## src/rtl/mcu0_pkg.sv

```systemverilog
// mcu0 shared constants: opcodes, ALU ops, sequencer states, halt causes.
// Used by the sequencer, datapath and ALU.
package mcu0_pkg;

  typedef enum logic [2:0] {
    ST_IDLE   = 3'd0,
    ST_FETCH  = 3'd1,
    ST_DECODE = 3'd2,
    ST_MEM    = 3'd3,
    ST_EXEC   = 3'd4,
    ST_HALT   = 3'd7
  } state_e;

  localparam logic [3:0] OP_LD  = 4'h0;
  localparam logic [3:0] OP_ADD = 4'h1;
  localparam logic [3:0] OP_JMP = 4'h2;
  localparam logic [3:0] OP_ST  = 4'h3;
  localparam logic [3:0] OP_CMP = 4'h4;
  localparam logic [3:0] OP_JEQ = 4'h5;

  localparam logic [3:0] ALU_ZERO  = 4'h0;
  localparam logic [3:0] ALU_ADD   = 4'h1;
  localparam logic [3:0] ALU_CMP   = 4'hE;
  localparam logic [3:0] ALU_APASS = 4'hF;

  localparam logic [1:0] ERR_NONE    = 2'd0;
  localparam logic [1:0] ERR_ILLEGAL = 2'd1;
  localparam logic [1:0] ERR_TIMEOUT = 2'd2;

  function automatic logic op_legal(input logic [3:0] op);
    return op <= OP_JEQ;
  endfunction

  function automatic logic op_is_mem(input logic [3:0] op);
    return (op == OP_LD) || (op == OP_ST) || (op == OP_ADD);
  endfunction

endpackage

```

## src/rtl/mcu0_seq_decode.sv

```systemverilog
// mcu0 sequencer strobe decode: Mealy outputs from state, op,
// mem_ready and z. go gates the fetch request (single-step hold).
module mcu0_seq_decode
  import mcu0_pkg::*;
(
  input  logic [2:0] state,
  input  logic [3:0] op,
  input  logic       mem_ready,
  input  logic       z,
  input  logic       go,
  output logic       mem_req,
  output logic       addr_sel,
  output logic       mw,
  output logic       irw,
  output logic       pcw,
  output logic       pcmux,
  output logic       aw,
  output logic       sww,
  output logic [3:0] aluop
);

  // Per-state strobe generation; idle/decode/halt leave all defaults.
  always_comb begin
    mem_req  = 1'b0;
    addr_sel = 1'b0;
    mw       = 1'b0;
    irw      = 1'b0;
    pcw      = 1'b0;
    pcmux    = 1'b0;
    aw       = 1'b0;
    sww      = 1'b0;
    aluop    = ALU_ZERO;
    unique case (1'b1)
      (state == ST_FETCH): begin
        if (go) begin
          mem_req = 1'b1;
          if (mem_ready) begin
            irw = 1'b1;
            pcw = 1'b1;
          end
        end
      end
      (state == ST_MEM): begin
        mem_req  = 1'b1;
        addr_sel = 1'b1;
        if (mem_ready) begin
          unique case (1'b1)
            (op == OP_LD): begin
              aw    = 1'b1;
              aluop = ALU_APASS;
            end
            (op == OP_ADD): begin
              aw    = 1'b1;
              aluop = ALU_ADD;
            end
            (op == OP_ST): mw = 1'b1;
            default: ;
          endcase
        end
      end
      (state == ST_EXEC): begin
        unique case (1'b1)
          (op == OP_CMP): begin
            mem_req  = 1'b1;
            addr_sel = 1'b1;
            aluop    = ALU_CMP;
            sww      = mem_ready;
          end
          (op == OP_JMP): begin
            pcw   = 1'b1;
            pcmux = 1'b1;
          end
          (op == OP_JEQ): begin
            pcw   = z;
            pcmux = 1'b1;
          end
          default: ;
        endcase
      end
      default: ;
    endcase
  end

endmodule

```

## src/rtl/mcu0_seq.sv

```systemverilog
// mcu0 multi-cycle control sequencer (fetch/decode/mem/exec/halt).
// Optional single-step gate: define MCU0_SEQ_STEP_EN.
module mcu0_seq
  import mcu0_pkg::*;
#(
  parameter int CNT_W   = 16,
  parameter int TIMEOUT = 15
) (
  input  logic             clock,
  input  logic             reset,
  input  logic [3:0]       op,
  input  logic             z,
  input  logic             mem_ready,
`ifdef MCU0_SEQ_STEP_EN
  input  logic             step,
  output logic             step_wait,
`endif
  output logic             mem_req,
  output logic             addr_sel,
  output logic             mw,
  output logic             irw,
  output logic             pcw,
  output logic             pcmux,
  output logic             aw,
  output logic             sww,
  output logic [3:0]       aluop,
  output logic [2:0]       state,
  output logic             halted,
  output logic [1:0]       err,
  output logic [CNT_W-1:0] icount
);

  localparam int WC_W = (TIMEOUT < 2) ? 1 : $clog2(TIMEOUT + 1);
  localparam logic [WC_W-1:0] WC_MAX = WC_W'(TIMEOUT);

  state_e           state_q, state_d;
  logic [CNT_W-1:0] icount_q, icount_d;
  logic [1:0]       err_q, err_d;
  logic             halted_q, halted_d;
  logic [WC_W-1:0]  wcnt_q, wcnt_d;
  logic             go;
  logic             access;
  logic             tmo;

  logic d_mem_req, d_addr_sel, d_mw, d_irw;
  logic d_pcw, d_pcmux, d_aw, d_sww;
  logic [3:0] d_aluop;

`ifdef MCU0_SEQ_STEP_EN
  logic step_prev_q, step_prev_d;
  logic pend_q, pend_d;
  logic step_open;

  assign step_open = (state_q == ST_IDLE) || (state_q == ST_FETCH);
  assign go        = pend_q;
  assign step_wait = step_open && !pend_q;

  // One registered pulse releases exactly one fetch.
  always_comb begin
    step_prev_d = step;
    pend_d      = pend_q;
    if ((state_q == ST_FETCH) && pend_q && mem_ready) begin
      pend_d = 1'b0;
    end
    if (step_open && step && !step_prev_q) begin
      pend_d = 1'b1;
    end
  end

  // Step edge detect and pending-pulse registers.
  always_ff @(posedge clock or posedge reset) begin
    if (reset) begin
      step_prev_q <= 1'b0;
      pend_q      <= 1'b0;
    end else begin
      step_prev_q <= step_prev_d;
      pend_q      <= pend_d;
    end
  end
`else
  assign go = 1'b1;
`endif

  mcu0_seq_decode u_dec (
    .state     (state_q),
    .op        (op),
    .mem_ready (mem_ready),
    .z         (z),
    .go        (go),
    .mem_req   (d_mem_req),
    .addr_sel  (d_addr_sel),
    .mw        (d_mw),
    .irw       (d_irw),
    .pcw       (d_pcw),
    .pcmux     (d_pcmux),
    .aw        (d_aw),
    .sww       (d_sww),
    .aluop     (d_aluop)
  );

  assign mem_req  = d_mem_req & ~reset;
  assign addr_sel = d_addr_sel;
  assign mw       = d_mw & ~reset;
  assign irw      = d_irw & ~reset;
  assign pcw      = d_pcw & ~reset;
  assign pcmux    = d_pcmux;
  assign aw       = d_aw & ~reset;
  assign sww      = d_sww & ~reset;
  assign aluop    = d_aluop;
  assign state    = state_q;
  assign halted   = halted_q;
  assign err      = err_q;
  assign icount   = icount_q;

  assign access = ((state_q == ST_FETCH) && go)
               || (state_q == ST_MEM)
               || ((state_q == ST_EXEC) && (op == OP_CMP));
  assign tmo = (TIMEOUT != 0) && access && !mem_ready
            && (wcnt_q == WC_MAX);

  // Next state, retire count, wait counter and halt cause.
  always_comb begin
    state_d  = state_q;
    icount_d = icount_q;
    err_d    = err_q;
    halted_d = halted_q;
    wcnt_d   = '0;
    if ((TIMEOUT != 0) && access && !mem_ready) begin
      wcnt_d = wcnt_q + 1'b1;
    end
    case (state_q)
      ST_IDLE: state_d = ST_FETCH;
      ST_FETCH: begin
        if (go && mem_ready) state_d = ST_DECODE;
      end
      ST_DECODE: begin
        if (!op_legal(op)) begin
          state_d  = ST_HALT;
          err_d    = ERR_ILLEGAL;
          halted_d = 1'b1;
        end else if (op_is_mem(op)) begin
          state_d = ST_MEM;
        end else begin
          state_d = ST_EXEC;
        end
      end
      ST_MEM: begin
        if (mem_ready) begin
          state_d  = ST_FETCH;
          icount_d = icount_q + 1'b1;
        end
      end
      ST_EXEC: begin
        if ((op != OP_CMP) || mem_ready) begin
          state_d  = ST_FETCH;
          icount_d = icount_q + 1'b1;
        end
      end
      ST_HALT: ;
      default: state_d = ST_HALT;
    endcase
    if (tmo) begin
      state_d  = ST_HALT;
      err_d    = ERR_TIMEOUT;
      halted_d = 1'b1;
    end
  end

  // Sequencer state registers.
  always_ff @(posedge clock or posedge reset) begin
    if (reset) begin
      state_q  <= ST_IDLE;
      icount_q <= '0;
      err_q    <= ERR_NONE;
      halted_q <= 1'b0;
      wcnt_q   <= '0;
    end else begin
      state_q  <= state_d;
      icount_q <= icount_d;
      err_q    <= err_d;
      halted_q <= halted_d;
      wcnt_q   <= wcnt_d;
    end
  end

endmodule

```

## config.mk

```make
export PLATFORM = sky130hd
export DESIGN_NAME = mcu0_seq
export DESIGN_NICKNAME = d
export VERILOG_FILES = /design/src/rtl/mcu0_pkg.sv /design/src/rtl/mcu0_seq_decode.sv /design/src/rtl/mcu0_seq.sv
export SDC_FILE = /design/constraint.sdc
export NUM_CORES = 1
export LEC_CHECK = 0
export CAP_MARGIN = 20
export CORE_MARGIN = 8
export CORE_UTILIZATION = 50
export DETAILED_ROUTE_END_ITERATION = 12
export GPL_TIMING_DRIVEN = 0
export PLACE_DENSITY = 0.83
export SLEW_MARGIN = 25
export SYNTH_ARGS = -nofsm -noshare
export SYNTH_HDL_FRONTEND = slang
export SYNTH_SLANG_ARGS = --single-unit
```

## constraint.sdc

```tcl
create_clock -name clock -period 3.4 [get_ports clock]
set_input_delay 0.51 -clock clock [delete_from_list [all_inputs] [get_ports clock]]
set_output_delay 0.51 -clock clock [all_outputs]
set_load 0.03 [all_outputs]
```

**After elaboration in Yosys (flattened, before gate mapping)**

Index checks and enable logic that the tools add are counted.

- Bitwise logic cells: 7
- Order comparisons: 1
- Equality and inequality tests: 19
- Mux-type cells: 38
- Reductions and logical operators: 19
- $add $sub $neg: 2

Operators by type and width:

| kind | count |
|---|---|
| 2-to-1 mux 16 bit | 2 |
| one-hot mux 16 bit (2 select lines) | 1 |
| 2-to-1 mux 3 bit | 6 |
| one-hot mux 3 bit (6 select lines) | 1 |
| adder 16 x 1 -> 16 bit, second input constant | 1 |
| 2-to-1 mux 1 bit | 16 |
| one-hot mux 4 bit (2 select lines) | 2 |
| 2-to-1 mux 4 bit | 3 |
| equality test 4 x 2 -> 1 bit, second input constant | 2 |
| equality test 4 x 3 -> 1 bit, second input constant | 2 |
| one-hot mux 1 bit (2 select lines) | 4 |
| bitwise AND 1 bit | 6 |
| equality test 3 x 2 -> 1 bit, second input constant | 2 |
| equality test 3 bit, second input constant | 2 |
| 2-to-1 mux 2 bit | 3 |
| != test 2 bit, second input constant | 3 |
| != test 3 bit, second input constant | 2 |
| OR reduction 2 bit | 3 |
| logical OR 1 bit | 5 |
| adder 4 x 1 -> 4 bit, second input constant | 1 |
| equality test 4 x 1 -> 1 bit, second input constant | 1 |
| equality test 4 bit, second input constant | 1 |
| less-or-equal comparator 4 x 3 -> 1 bit, second input constant | 1 |
| logical NOT 4 bit | 1 |
| 12 further kinds | 15 |

- Flip-flop bits (word level): 26
- Output and inout port bits: 34
- Bits of input ports: 8
- Logic and storage cells: 91

**Logic depth before layout (Yosys ltp)**

Gate-level depths: netlist (run 1).

- Word-level depth: 7
- Mapped depth: 6
- Gate-level depth less buffers: 5

**By module**

Synthesis (run 1) repeated with hierarchy kept, for this count alone.

- Cell total of the unflattened synthesis: 152
- Area total of the unflattened synthesis: 1,487.7 um^2

Modules (own cells, without submodules):

| module | cells each | area an instance (um^2) | instances |
|---|---|---|---|
| mcu0_seq | 125 | 1,312.5 | 1 |
| mcu0_seq_decode | 27 | 175.2 | 1 |

**Least setup slack after synthesis (run 1)**

OpenSTA, ideal clock, no wires.

- Path type: reg-to-output
- From: register state_q[2], in the netlist state[2]
- To: output port aluop[2]
- Cell stages (with the launch flop): 7
- Arrival: 2.477 ns
- Setup slack: 0.413 ns
- Buffers on the path: 2
- Path through: dfrtp_1 > buf_2 > nand2b_4 > or4_1 > or3b_1 > o21ai_1 > buf_4

- Longest elaborated chain between the ends: 2
- Elaborated cells between the ends (all ways): 3
- Those cells by class: eq/ne (2); mux (1)

RTL lines:

| element | line | source |
|---|---|---|
| from (decl) | mcu0_seq.sv:36 | `state_e state_q, state_d;` |
| from (signal assigned) | mcu0_seq.sv:178 | `state_q <= state_d;` |
| equality test 3 bit or equality test 3 x 2 -> 1 bit (tied branches) | mcu0_seq_decode.sv:61, mcu0_seq_decode.sv:43 |  |
| one-hot mux 4 bit (2 select lines) (*) | mcu0_seq_decode.sv:33 | `unique case (1'b1)` |
| to (decl) | mcu0_seq.sv:26 | `output logic [3:0] aluop,` |

Mark *: on every way between the ends. The rest lies on a longest branch, timed or not.

**Worst setup path in the final report (run 1)**

- From: input port op[3]
- To: output port aluop[3]

- Longest elaborated chain between the ends: 4
- Elaborated cells between the ends (all ways): 7
- Those cells by class: eq/ne (2); mux (4); reduce/logical (1)

RTL lines:

| element | line | source |
|---|---|---|
| from (decl) | mcu0_seq.sv:11 | `input logic [3:0] op,` |
| equality test 4 x 1 -> 1 bit or logical NOT 4 bit (tied branches) | mcu0_seq_decode.sv:52, mcu0_seq_decode.sv:48 |  |
| one-hot mux 4 bit (2 select lines) | mcu0_seq_decode.sv:47 | `unique case (1'b1)` |
| 2-to-1 mux 4 bit | mcu0_seq_decode.sv:46 | `if (mem_ready) begin` |
| one-hot mux 4 bit (2 select lines) (*) | mcu0_seq_decode.sv:33 |  |

Marked as above.

==> results of run 1 <==
## worst max-delay path: stages
cell and delay (ns):
clkdlybuf4s50_1 0.53, or4_1 0.59, or3b_1 0.43, o21ai_1 0.22
buf_4 0.14, dlygate4sd2_1 0.39
## sequential cells by signal, indices dropped and copies added (netlist names)
name	flops
err	2
icount	16
state	3
wcnt_q	4
halted	1
## Yosys cell counts (all sizes together), types with 3 or more instances
cell type / count / share of area [%]
and3: 3 / 1.3
nand2: 10 / 2.7
nand4: 4 / 2.2
inv: 6 / 1.6
buf: 4 / 2.2
xnor2: 9 / 5.6
xor2: 8 / 5.0
a21oi: 4 / 1.4
o21ai: 4 / 1.4
nor2: 14 / 3.7
nand3: 8 / 3.2
dfrtp: 26 / 46
nor3: 4 / 2.5
## power by group through the flow
stage	logic, mW	clock network [mW]	registers [mW]
4_1_cts	0.381	0.128	0.410
3_5_place_dp	0.377	0	0.417
2_1_floorplan	0.131	0	0.504
6_report	0.377	0.123	0.409
3_3_place_gp	0.367	0	0.415
5_1_grt	0.398	0.139	0.418
## path summary, 6_finish.rpt
path | slack (ns) | startpoint | cells after the start | end
worst max register to register | 1.46 | state[0] | 6 | icount[7]
min in group asynchronous | 0.74 | reset | 2 | state[2]
worst min-delay path | 0.48 | icount[15] | 1 | icount[15]
worst min register to register | 0.48 | icount[15] | 1 | icount[15]
max in group asynchronous | 2.32 | reset | 2 | err[1]
worst max-delay path | 0.07 | op[3] | 6 | aluop[3]
## metrics by stage
stage | total power [mW] | setup slack [ns] | instances
6_report | 0.909 | 0.0717 | 209
5_1_grt | 0.955 | 0.00583 | 209
4_1_cts | 0.919 | 0.0370 | 209
3_5_place_dp | 0.794 | -0.184 | 206
3_3_place_gp | 0.782 | -0.171 | 206
2_1_floorplan | 0.634 | 0.413 | 135
## cell families after synthesis
group	Yosys count	synth area share, %
AO/OA/AOI/OAI	19	9.91
XOR/XNOR	17	10.6
adder cells (fa/ha/maj)	2	1.79
buffers and inverters	11	4.11
flip-flops	26	46.4
multiplexers	1	0.804
AND/OR/NAND/NOR	59	26.3
## routing by layer
layer,up-vias,global-route usage (%)
li1,561,-
met1,554,15.8
met2,22,27.7
met3,2,4.04
met4,0,1.75
met5,-,0
## timing repair
action / 4_1_cts / 5_1_grt
hold buffers: 0 / 0
gates resized for setup: 4 / 2
endpoints found under the setup margin: 4 / 2
## final cells by class
type | count | area share (%)
clock buffer | 3 | 1.21
tap | 31 | 2.08
buffer | 5 | 1.88
multi-input combinational | 98 | 37.1
sequential | 26 | 34.9
timing repair buffer | 40 | 21.4
inverter | 6 | 1.41
## layout by cell type (no fill, tap or decap), drive strengths merged, types with 2 or more instances in the layout
cell type	netlist	final
clkdlybuf4s50	0	36
dfrtp	26	26
nor2	14	14
nand2	10	10
xnor2	9	9
xor2	8	8
nand3	8	8
inv	6	5
a21oi	4	4
nand4	4	4
o21ai	4	4
nor3	4	4
clkbuf	1	4
buf	4	4
and3	3	3
nor4	2	2
o221ai	2	2
a21o	2	2
a211oi	2	2
ha	2	2
dlygate4sd2	0	2
nand2b	2	2
or3b	2	2
==> impl_metrics.tcl, run 1 <==
set metrics [dict create \
    die_y_um 68.9 \
    grt_max_degree 28 \
    start_kind "input port" \
    grt_first_pass_wirelength_um 5450 \
    period_needed_ns 3.33 \
    start_util_pct 51.7 \
    seqPwrFrac_pct 45.0 \
    ctsRootBufferMaster "clkbuf_4" \
    core_sq_um 2710 \
    end_kind "output pin" \
    relSlewSlack_pct 61.7 \
    synth_nets 145 \
    ir_drop_mv 0.575 \
    rows 19 \
    via_count 1139 \
    rsz0062_at_grt "false" \
    clock_latency_ns 0.31 \
    cp_data_required_time_ns 2.89 \
    viasPerCell 5.45 \
    h-tree-depth 1 \
    cts_tree "built" \
    cts_setup_buffers 0 \
    fin_util_pct 68.9 \
    p_sw_mw 0.348 \
    ys_warn_count 0 \
    p_leak_nw 0.830 \
    fp.dieW_um 68.9 \
    drv_cap 0 \
    antenna_found_initial 0 \
    gp_congestion 0.884 \
    wl_met1_um 1230 \
    fin_setup_tns_ns 0 \
    seq_area_frac_synth_pct 46.4 \
    wl_met2_um 1820 \
    powerDensity_nw_per_um2 487 \
    worst_pin_slew_ns 0.561 \
    whs_ns 0.479 \
    multi_input_comb_area_sq_um 693 \
    setup_viol 0 \
    post-route-drc-count 0 \
    highest_layer "met4" \
    wl_met3_um 173 \
    pwr-share-comb_pct 41.4 \
    drive_gt1_share_pct 10.7 \
    dieArea_sq_um 4750 \
    cts_made_buffers 3 \
    regArea_sq_um 651 \
    drv_slew 0 \
    drtIter0Drc 48 \
    area_growth_pct 33.2 \
    cellInternalPower_mw 0.561 \
    synthCells 135 \
    hold_path_class "flop to flop" \
    cts_sinks 26 \
    clk_path_buf_depth 2 \
    dr.pass1.iters 4 \
    gr-usage-all-layers_pct 14.5 \
    wl_per_cell_um 15.5 \
    dpl_cell_area_sq_um 1840 \
    io_buffers 40 \
    fmax_mhz 300 \
    cp.arrival_ns 2.82 \
    n_fill_cell 222 \
    ys_types 45 \
    async_flop_share_pct 100 \
    dp_hpwl_um 2540 \
    syn_area_sq_um 1400 \
    syn-mean-instance-area_sq_um 10.4 \
    status "complete, no violations" \
    hold_viol 0 \
    final_cell_area_sq_um 1870 \
    overflow 0 \
    num_io_pins 42 \
    period_share_pct 97.9 \
    antennaDiodeCount 0 \
    clkTransAtPathRegs_ns 0.13 \
    synth_edf_count 0 \
    ys_ff_latch 26 \
    skew_ns 0.0129 \
    critPathKind "input port to output pin" \
    finalNetCount 190 \
    ys.flop_type "dfrtp_1" \
    pwr-share-clk_pct 13.6 \
    wirelength_um 3240 \
    postRouteAntennaNets 0 \
    swShare_pct 38.2 \
    crit_fanout 6 \
    grt_pass1_vias 1206 \
]
Power figures use the tool's default switching activity.
==> run 2: changes to the inputs <==
Settings changed: CORE_UTILIZATION 50 to 40, CTS_BUF_LIST set to sky130_fd_sc_hd__clkbuf_4, PLACE_DENSITY 0.83 to 0.69.
Clock period 3.4 ns to 4.1 ns, I/O delays scaled along.
==> impl_metrics.tcl, run 2 (synthesis results as in run 1) <==
set metrics [dict create \
    drv_cap 0 \
    grt_first_pass_wirelength_um 5380 \
    die_y_um 75.2 \
    critPathKind "input port to output pin" \
    cts_tree "built" \
    ctsHoldBuffers 0 \
    h-tree-depth 1 \
    status "complete, no violations" \
    cp.arrival_ns 3.20 \
    drive_gt1_share_pct 11.2 \
    dp_hpwl_um 2580 \
    skew_ns 0.0116 \
    p_leak_nw 0.818 \
    p_sw_mw 0.295 \
    antennaDiodeCount 0 \
    hold_path_class "flop to flop" \
    fin_setup_tns_ns 0 \
    final_cell_mix "clkdlybuf4s50_1 (40), dfrtp_1 (26), nor2_1 (14)" \
    pwr-share-comb_pct 37.5 \
    clkTransAtPathRegs_ns 0.15 \
    wirelength_um 3280 \
    drv_slew 0 \
    crit_end "aluop[2]" \
    grt_pass1_vias 1133 \
    timing.rr.end "icount[6]" \
    num_io_pins 42 \
    cts_sinks 26 \
    dieArea_sq_um 5650 \
    rows 21 \
    cp_data_required_time_ns 3.48 \
    pwr-share-clk_pct 21.4 \
    post-route-drc-count 0 \
    fmax_mhz 262 \
    area_growth_pct 36.4 \
    reg2reg_from "state[0]" \
    core_sq_um 3360 \
    swShare_pct 35.8 \
    dr.pass1.iters 4 \
    seqPwrFrac_pct 41.0 \
    fp.dieW_um 75.2 \
    wl_per_cell_um 14.6 \
    final_common_cell "clkdlybuf4s50_1" \
    cts_setup_buffers 0 \
    gr-usage-all-layers_pct 12.3 \
    finalNetCount 190 \
    powerDensity_nw_per_um2 431 \
    cts_resized 0 \
    crit_fanout 6 \
    grt_max_degree 28 \
    viasPerCell 5.17 \
    setup_viol 0 \
    fin_util_pct 56.8 \
    largest_reg_flops 16 \
    io_buffers 40 \
    hold_viol 0 \
    overflow 0 \
    cts_made_buffers 3 \
    rsz0062_at_grt "false" \
    start_kind "input port" \
    antenna_found_initial 0 \
    gp_congestion 0.834 \
    crit_start "op[3]" \
    postRouteAntennaNets 0 \
    regToRegSetupSlack_ns 2.19 \
    period_share_pct 93.1 \
    via_count 1164 \
    end_kind "output pin" \
    worst_pin_slew_ns 0.632 \
    ctsRootBufferMaster "clkbuf_4" \
    relSlewSlack_pct 56.8 \
    clk_path_buf_depth 2 \
    reg2regPathDepth 6 \
    start_util_pct 41.7 \
    clock_latency_ns 0.33 \
    period_needed_ns 3.82 \
    cellInternalPower_mw 0.529 \
    ir_drop_mv 0.206 \
    drtIter0Drc 53 \
]
-- run 2: cell types whose count changed in the layout (fill, tap and decap cells not counted), sizes merged --
cell and delta:
clkdlybuf4s50 +4, dlygate4sd2 -2, bufinv +1, clkdlybuf4s15 -1
clkinvlp -1, dlymetal6s2s -1, inv +1
-- run 2: worst min path at each step --
stage                     from          to  slack (ns)  cells past startpoint
detailed placement  icount[15]  icount[15]        0.46                      1
floorplan            wcnt_q[0]   wcnt_q[0]        0.43                      1
finish              icount[15]  icount[15]        0.48                      1
CTS                 icount[15]  icount[15]        0.48                      1
global placement     wcnt_q[0]   wcnt_q[0]        0.44                      1
global route        icount[15]  icount[15]        0.50                      1
-- run 2: stage by stage --
step           total power [mW]  area, sq um  worst slack [ns]  instances  hold WS (ns)
6_report                  0.824         1910             0.284        225         0.478
2_1_floorplan             0.526         1400              1.01        135         0.431
3_3_place_gp              0.649         1860             0.314        221         0.441
4_1_cts                   0.835         1910             0.285        225         0.484
5_1_grt                   0.873         1910             0.193        225         0.502
3_5_place_dp              0.658         1860             0.302        221         0.460
-- run 2: power groups by stage --
stage | Clock, mW | Combinational [mW] | Sequential (mW)
after floorplan | 0 | 0.108 | 0.418
after global placement | 0 | 0.308 | 0.341
after detailed placement | 0 | 0.313 | 0.345
after CTS | 0.181 | 0.314 | 0.340
after global routing | 0.194 | 0.332 | 0.347
final | 0.177 | 0.309 | 0.338
-- run 2: worst max-delay path, stage by stage --
cell	delay (ns)
clkdlybuf4s50_1	0.52
or4_1	0.59
or3b_1	0.44
o21ai_1	0.22
buf_4	0.14
clkdlybuf4s50_1	0.66
-- run 2: final cells by class --
| class | count | area, sq um |
|---|---|---|
| clock inverters | 1 | 30.0 |
| plain buffers | 5 | 35.0 |
| inverters | 6 | 22.5 |
| well taps | 46 | 57.6 |
| clock buffers | 3 | 22.5 |
| repair buffers | 40 | 400 |
| flip-flops and latches | 26 | 651 |
| fillers | 321 | 1450 |
| multi-input cells | 98 | 693 |
-- run 2: routing by layer --
| metal | wire length (um) | part of all wire, % | track usage, % | up-vias |
|---|---|---|---|---|
| li1 | - | - | - | 562 |
| met1 | 1340 | 41 | 13.7 | 578 |
| met2 | 1790 | 55 | 22.6 | 20 |
| met3 | 107 | 3.3 | 2.26 | 4 |
| met4 | 40 | 1.2 | 4.48 | 0 |
| met5 | 0 | 0 | 0 | - |
